===== src/rtl/reg_file_mp.sv =====
// Multi-read-port register file with registered read addresses and a
// per-register pending-writer scoreboard.
module reg_file_mp #(
    parameter int XLEN     = 32,
    parameter int NREG     = 32,
    parameter int NRD      = 2,
    parameter int ZERO_REG = 1,
    localparam int AW      = (NREG > 1) ? $clog2(NREG) : 1
) (
    input  logic                clk,
    input  logic                i_rst_n,
    input  logic                i_renable,
    input  logic [NRD*AW-1:0]   rs_addr,
    input  logic                i_wenable,
    input  logic [AW-1:0]       rd_addr,
    input  logic [XLEN-1:0]     rd_val,
    input  logic                i_issue,
    input  logic [AW-1:0]       i_issue_addr,
    output logic [NRD*XLEN-1:0] rs_val,
    output logic [NRD-1:0]      rs_busy,
    output logic [NREG-1:0]     o_busy_vec
);

    logic [XLEN-1:0] regs_q  [NREG];
    logic [XLEN-1:0] regs_d  [NREG];
    logic [AW-1:0]   raddr_q [NRD];
    logic [AW-1:0]   raddr_d [NRD];
    logic [NREG-1:0] busy_q;
    logic [NREG-1:0] busy_d;

    // Address names a real, writable register (out of range and hardwired x0 excluded).
    function automatic logic addr_ok(input logic [AW-1:0] a);
        return (32'(a) < NREG) && !((ZERO_REG != 0) && (a == '0));
    endfunction

    always_comb begin
        regs_d  = regs_q;
        busy_d  = busy_q;
        raddr_d = raddr_q;
        if (i_wenable && addr_ok(rd_addr)) begin
            regs_d[rd_addr] = rd_val;
            busy_d[rd_addr] = 1'b0;
        end
        // Issue after the clear so a new writer on the same edge wins.
        if (i_issue && addr_ok(i_issue_addr)) begin
            busy_d[i_issue_addr] = 1'b1;
        end
        if (i_renable) begin
            for (int k = 0; k < NRD; k++) begin
                raddr_d[k] = rs_addr[k*AW +: AW];
            end
        end
    end

    always_ff @(posedge clk or negedge i_rst_n) begin
        if (!i_rst_n) begin
            for (int i = 0; i < NREG; i++) begin
                regs_q[i] <= '0;
            end
            for (int k = 0; k < NRD; k++) begin
                raddr_q[k] <= '0;
            end
            busy_q <= '0;
        end else begin
            regs_q  <= regs_d;
            raddr_q <= raddr_d;
            busy_q  <= busy_d;
        end
    end

    always_comb begin
        rs_val  = '0;
        rs_busy = '0;
        for (int k = 0; k < NRD; k++) begin
            if (addr_ok(raddr_q[k])) begin
                rs_val[k*XLEN +: XLEN] = regs_q[raddr_q[k]];
                rs_busy[k]             = busy_q[raddr_q[k]];
            end
        end
    end

    always_comb begin
        o_busy_vec = busy_q;
        if (ZERO_REG != 0) begin
            o_busy_vec[0] = 1'b0;
        end
    end

endmodule


===== config.mk =====
export PLATFORM = sky130hd
export DESIGN_NAME = reg_file_mp
export DESIGN_NICKNAME = d
export VERILOG_FILES = /design/src/rtl/reg_file_mp.sv
export SDC_FILE = /design/constraint.sdc
export NUM_CORES = 2
export LEC_CHECK = 0
export ABC_AREA = 1
export BUFFER_PORTS_ARGS = -buffer_cell sky130_fd_sc_hd__buf_2
export CAP_MARGIN = 20
export CORE_MARGIN = 2
export CORE_UTILIZATION = 40
export DETAILED_ROUTE_END_ITERATION = 10
export PLACE_DENSITY_LB_ADDON = 0.25
export SLEW_MARGIN = 10
export SYNTH_ARGS = -nofsm -noshare
export SYNTH_HDL_FRONTEND = slang
export SYNTH_SLANG_ARGS = --single-unit

===== constraint.sdc =====
create_clock -name clk -period 2 [get_ports clk]
set_clock_uncertainty 0.05 [all_clocks]
set_input_delay 0.4 -clock clk [delete_from_list [all_inputs] [get_ports clk]]
set_output_delay 0.4 -clock clk [all_outputs]
set_load 0.05 [all_outputs]

### Yosys cells after proc, flatten, opt, wreduce, memory -nomap -nowiden

Index checks and enable logic that the tools add are counted.

* register bits: 1066
* output and inout bits: 98
* logic and storage cells: 85

* $lt $le $gt $ge: 10
* multiplexer cells: 23
* bitwise gates (word level): 6
* reductions and logical operators: 11

Operators by type and width (number)
* $bwmux W1024: 1
* $bmux W32 S5: 2
* $mux W32: 9
* $demux W32 S5: 1
* $and A32 B32 Y32: 1
* $not A32 Y32: 1
* $or A32 B32 Y32: 1
* $lt A5 B6 Y1 const B: 4
* $logic_not A5 Y1: 4
* $ge A6 B6 Y1 const B: 3
* $not A5 Y6: 3
* $bmux W1 S5: 2
* $demux W1 S5: 2
* $ge A5 B1 Y1 const B: 2
* $lt A6 B1 Y1 const B: 1
* $mux W1: 6
* $logic_and A1 B1 Y1: 5
* $logic_not A1 Y1: 2

### Longest topological paths before layout

* depth in word-level cells: 9
* gate-level depth with buffers: 13

### Least setup slack after synthesis

No wires, ideal clock.

* path type: register to output
* start point: register raddr_q[5] in the netlist's numbering
* end point: output rs_val[12]
* data arrival time: 2.040 ns
* setup slack: -0.490 ns
* stages on the path, launching flop included: 12
* path buffers: 4
* cells stage by stage: dfrtp_1 > buf_4 > buf_6 > buf_2 > buf_2 > o21ai_0 > nand2_1 > a21oi_1 > nor2_1 > nand2_1 > nand2_1 > nor2_1

* cells in the longest elaborated chain, start to end: 5

RTL lines
* from (decl): line 26 `logic [AW-1:0] raddr_q [NRD];`
* from (signal assigned): line 66 `raddr_q <= raddr_d;`
* $not A5 Y6 (not written as such): line 76 `rs_val[k*XLEN +: XLEN] = regs_q[raddr_q[k]];`
* $bmux W32 S5: line 76
* $mux W32 (not written as such) (2 in series): line 76
* $mux W32 (*): line 75 `if (addr_ok(raddr_q[k])) begin`
* to (decl): line 19 `output logic [NRD*XLEN-1:0] rs_val,`

Mark *: on every way between the ends. The rest lies on a longest branch, timed or not. The select of a mux whose other input is x is not followed.

### Worst setup path after layout

* start point: register raddr_q[5] in the netlist's numbering
* end point: output rs_val[11]

The elaborated chain is that of the path after synthesis.

==> flow_summary.json <==
{
  "status": "finished with violations",
  "violations": "setup timing",
  "tightestPinTransition_ps": 696,
  "path_clk_slew_ps": 60,
  "irDropWorstVdd_mv": 0.724,
  "slowest_delay_ps": 510,
  "syn_nets": 8829,
  "synth_area_leaders": "dfrtp_1, nand2_1, o21ai_0",
  "fill_cells": 13900,
  "final_nets": 9121,
  "wire_per_inst_um": 24.5,
  "vias_per_cell": 5.84,
  "grt_pass1_vias": 60100,
  "die_h_um": 392,
  "crit_top_cell": "buf_12",
  "drv_slew": 0,
  "path_buf_inv": 5,
  "grt_pass1_wl_mm": 394,
  "setup_tns_ps": -83780,
  "hold_path.class": "input port to register",
  "yosys.area.top_type": "dfrtp_1",
  "start_util": 0.402,
  "drtIter0Drc": 9714,
  "track_usage": 0.341,
  "post-place-ws_ps": -591,
  "vias": 65300,
  "clockRootBuffer": "clkbuf_16",
  "final_area_um2": 78500,
  "die_x_um": 392,
  "row_count": 142,
  "p_total_w": 0.0778,
  "port_buffers": 153,
  "critPathLaunchType": "register",
  "clk_latency_ps": 770,
  "relSlewSlack": 0.536,
  "cp_slowest_cell": "dfrtp_4",
  "setup_viol": 78,
  "yosys_warnings": 0,
  "cts.sinks": 1066,
  "critPathKind": "register to primary output",
  "syn-cell-area_um2": 60100,
  "postRouteAntennaNets": 0,
  "drtPass1Iterations": 9,
  "syn_avg_cell_area_um2": 6.85,
  "whs_ps": 38.6,
  "cts_buffer_depth": 3,
  "crit_arrival_ps": 2940,
  "synth_seq_cells": 1066,
  "path_cells": "buf_4 -> buf_12 -> buf_12 -> clkbuf_16 -> nand2_1 -> nand2_1 -> a21oi_1 -> nor2_1 -> nand2_2 -> nand2_2 -> nor2_4 -> buf_12",
  "fin_crit_sh": 1.70,
  "critPathTopFamily": "buffers and inverters",
  "timing.fmax_ghz": 0.295,
  "critPathRequiredTime_ps": 1550,
  "synth-seq-area-share": 0.444,
  "synth_top_cell_area_share": 0.444,
  "period_needed_ps": 3390,
  "postPlaceCellArea_um2": 68900,
  "numCtsBuffers": 120,
  "core_um2": 149000,
  "cp_max_fo": 15,
  "dieArea_um2": 153000,
  "io_pins": 155,
  "wirelength_mm": 274,
  "gp_congestion": 0.921,
  "cts_tree": "yes",
  "reg2reg_slack_ps": 190,
  "grt-ovfl-total": 0,
  "hpwl_mm": 168,
  "route.detailed.drc": 0,
  "grt_setup_unrepaired": "true",
  "yosysUniqueCellTypes": 27,
  "synth_cells": 8772,
  "maxCapViolCount": 0,
  "setup_slack_ps": -1390,
  "cts_max_level": 3,
  "leakage_nw": 36.5,
  "drive_above_1_share": 0.186,
  "hold_viol_final": 0,
  "grt_max_degree": 91,
  "area_growth_syn_to_layout_pct": 30.7,
  "antenna_found_initial": 13,
  "cp-end-kind": "primary output",
  "powerDensity_nw_per_um2": 991
}
[timing repair]
item                                    in CTS  in global routing
pin swaps                                   55                188
cloned                                      25                 42
gates resized for setup                    297                469
hold endpoints to repair                   497                  0
hold buffers                                40                  0
setup buffers                               25                 48
endpoints found under the setup margin      81                 80
[power breakdown]
group / leakage, nW / switching, W / total, W / internal (W)
Combinational: 21.4 / 0.0149 / 0.0244 / 0.00953
Sequential: 13.1 / 0.00341 / 0.0294 / 0.0260
Clock: 2.09 / 0.00990 / 0.0240 / 0.0141
Total: 36.5 / 0.0282 / 0.0778 / 0.0496
[path summary, 6_finish.rpt]
check	depth (start not counted)	to	from
worst max-delay path	12	rs_val[11]	raddr_q[5]$_DFFE_PN0P_
worst min-delay path	4	regs_q[588]$_DFFE_PN0P_	rd_val[12]
worst max register to register	5	raddr_q[1]$_DFFE_PN0P_	raddr_q[1]$_DFFE_PN0P_
worst min register to register	0	regs_q[1016]$_DFFE_PN0P_	regs_q[1016]$_DFFE_PN0P_
max in group asynchronous	4	regs_q[1013]$_DFFE_PN0P_	i_rst_n
min in group asynchronous	2	regs_q[673]$_DFFE_PN0P_	i_rst_n
[flip-flops by register name (all words and copies together) (netlist names)]
register / flops
regs_q: 1024
raddr_q: 10
busy_q: 32
[placed cells by master (no fill, tap or decap), types with 4 or more instances in the layout]
cell           count
a21oi_1          313
a21oi_2           46
buf_12           273
buf_16            49
buf_2             83
buf_4            381
buf_6             54
buf_8             57
bufbuf_16          5
bufinv_16         18
clkbuf_1          13
clkbuf_16        158
clkbuf_8          22
clkinv_2          41
clkinvlp_4         8
dfrtp_1         1054
dfrtp_2            4
dfrtp_4            8
dlygate4sd3_1     40
inv_1            442
inv_2             18
nand2_1         2647
nand2_2          137
nand2_4           14
nand3_1          942
nand3_2          126
nor2_1           639
nor2_2            82
nor2_4            99
nor3_1             6
o211ai_1          82
o21ai_0         1119
o21ai_1          140
o21ai_2            9
o22ai_1           18
[cells by family (layout without fill, tap and decap cells)]
kind of cell | after synthesis | count (layout) | synth area share
buffers and inverters | 1283 | 1677 | 0.0912
and+or+nand+nor | 4694 | 4694 | 0.317
DFF | 1066 | 1066 | 0.444
AOI/OAI and AO/OA | 1727 | 1727 | 0.148
other | 1 | 4 | 0.0000624
muxes | 1 | 1 | 0.000187
[worst min-delay path, delay by kind of cell]
| kind | cells | cell delay [ps] |
|---|---|---|
| and+or+nand+nor | 1 | 60 |
| buffers and inverters | 2 | 290 |
| AOI/OAI and AO/OA | 1 | 60 |
[metal layers]
metal	up-vias	GRT usage	part of all wire
met2	4445	0.503	0.42
li1	28900	-	-
met1	31000	0.475	0.39
met4	14	0.159	0.056
met3	896	0.0757	0.13
met5	-	0	0.00030
[per-stage QoR]
step	util	cells
final	0.526	11200
after global placement	0.461	10800
after CTS	0.505	11100
after detailed placement	0.461	10800
after floorplan	-	8772
after global routing	0.525	11200
[Yosys cell counts (all sizes together)]
cell and n:
a21oi 359, buf 430, clkbuf 384, clkinv 4, conb 1, dfrtp 1066
inv 465, mux2 1, nand2 2798, nand3 1068, nand4 1, nor2 820
nor3 7, o211ai 82, o21ai 1268, o22ai 18
[final cells by class]
class                   count  area, um2  share of cell area
inverters                 469       1850              0.0235
clock inverters            69        857              0.0109
diodes                      3       7.51           0.0000956
clock buffers             155       3350              0.0427
multi-input cells        6423      30100               0.383
repair inverters            4       71.3            0.000908
well taps                2016       2520              0.0321
flip-flops and latches   1066      26700               0.340
repair buffers            980      13100               0.166
Power figures use the tool's default switching activity.
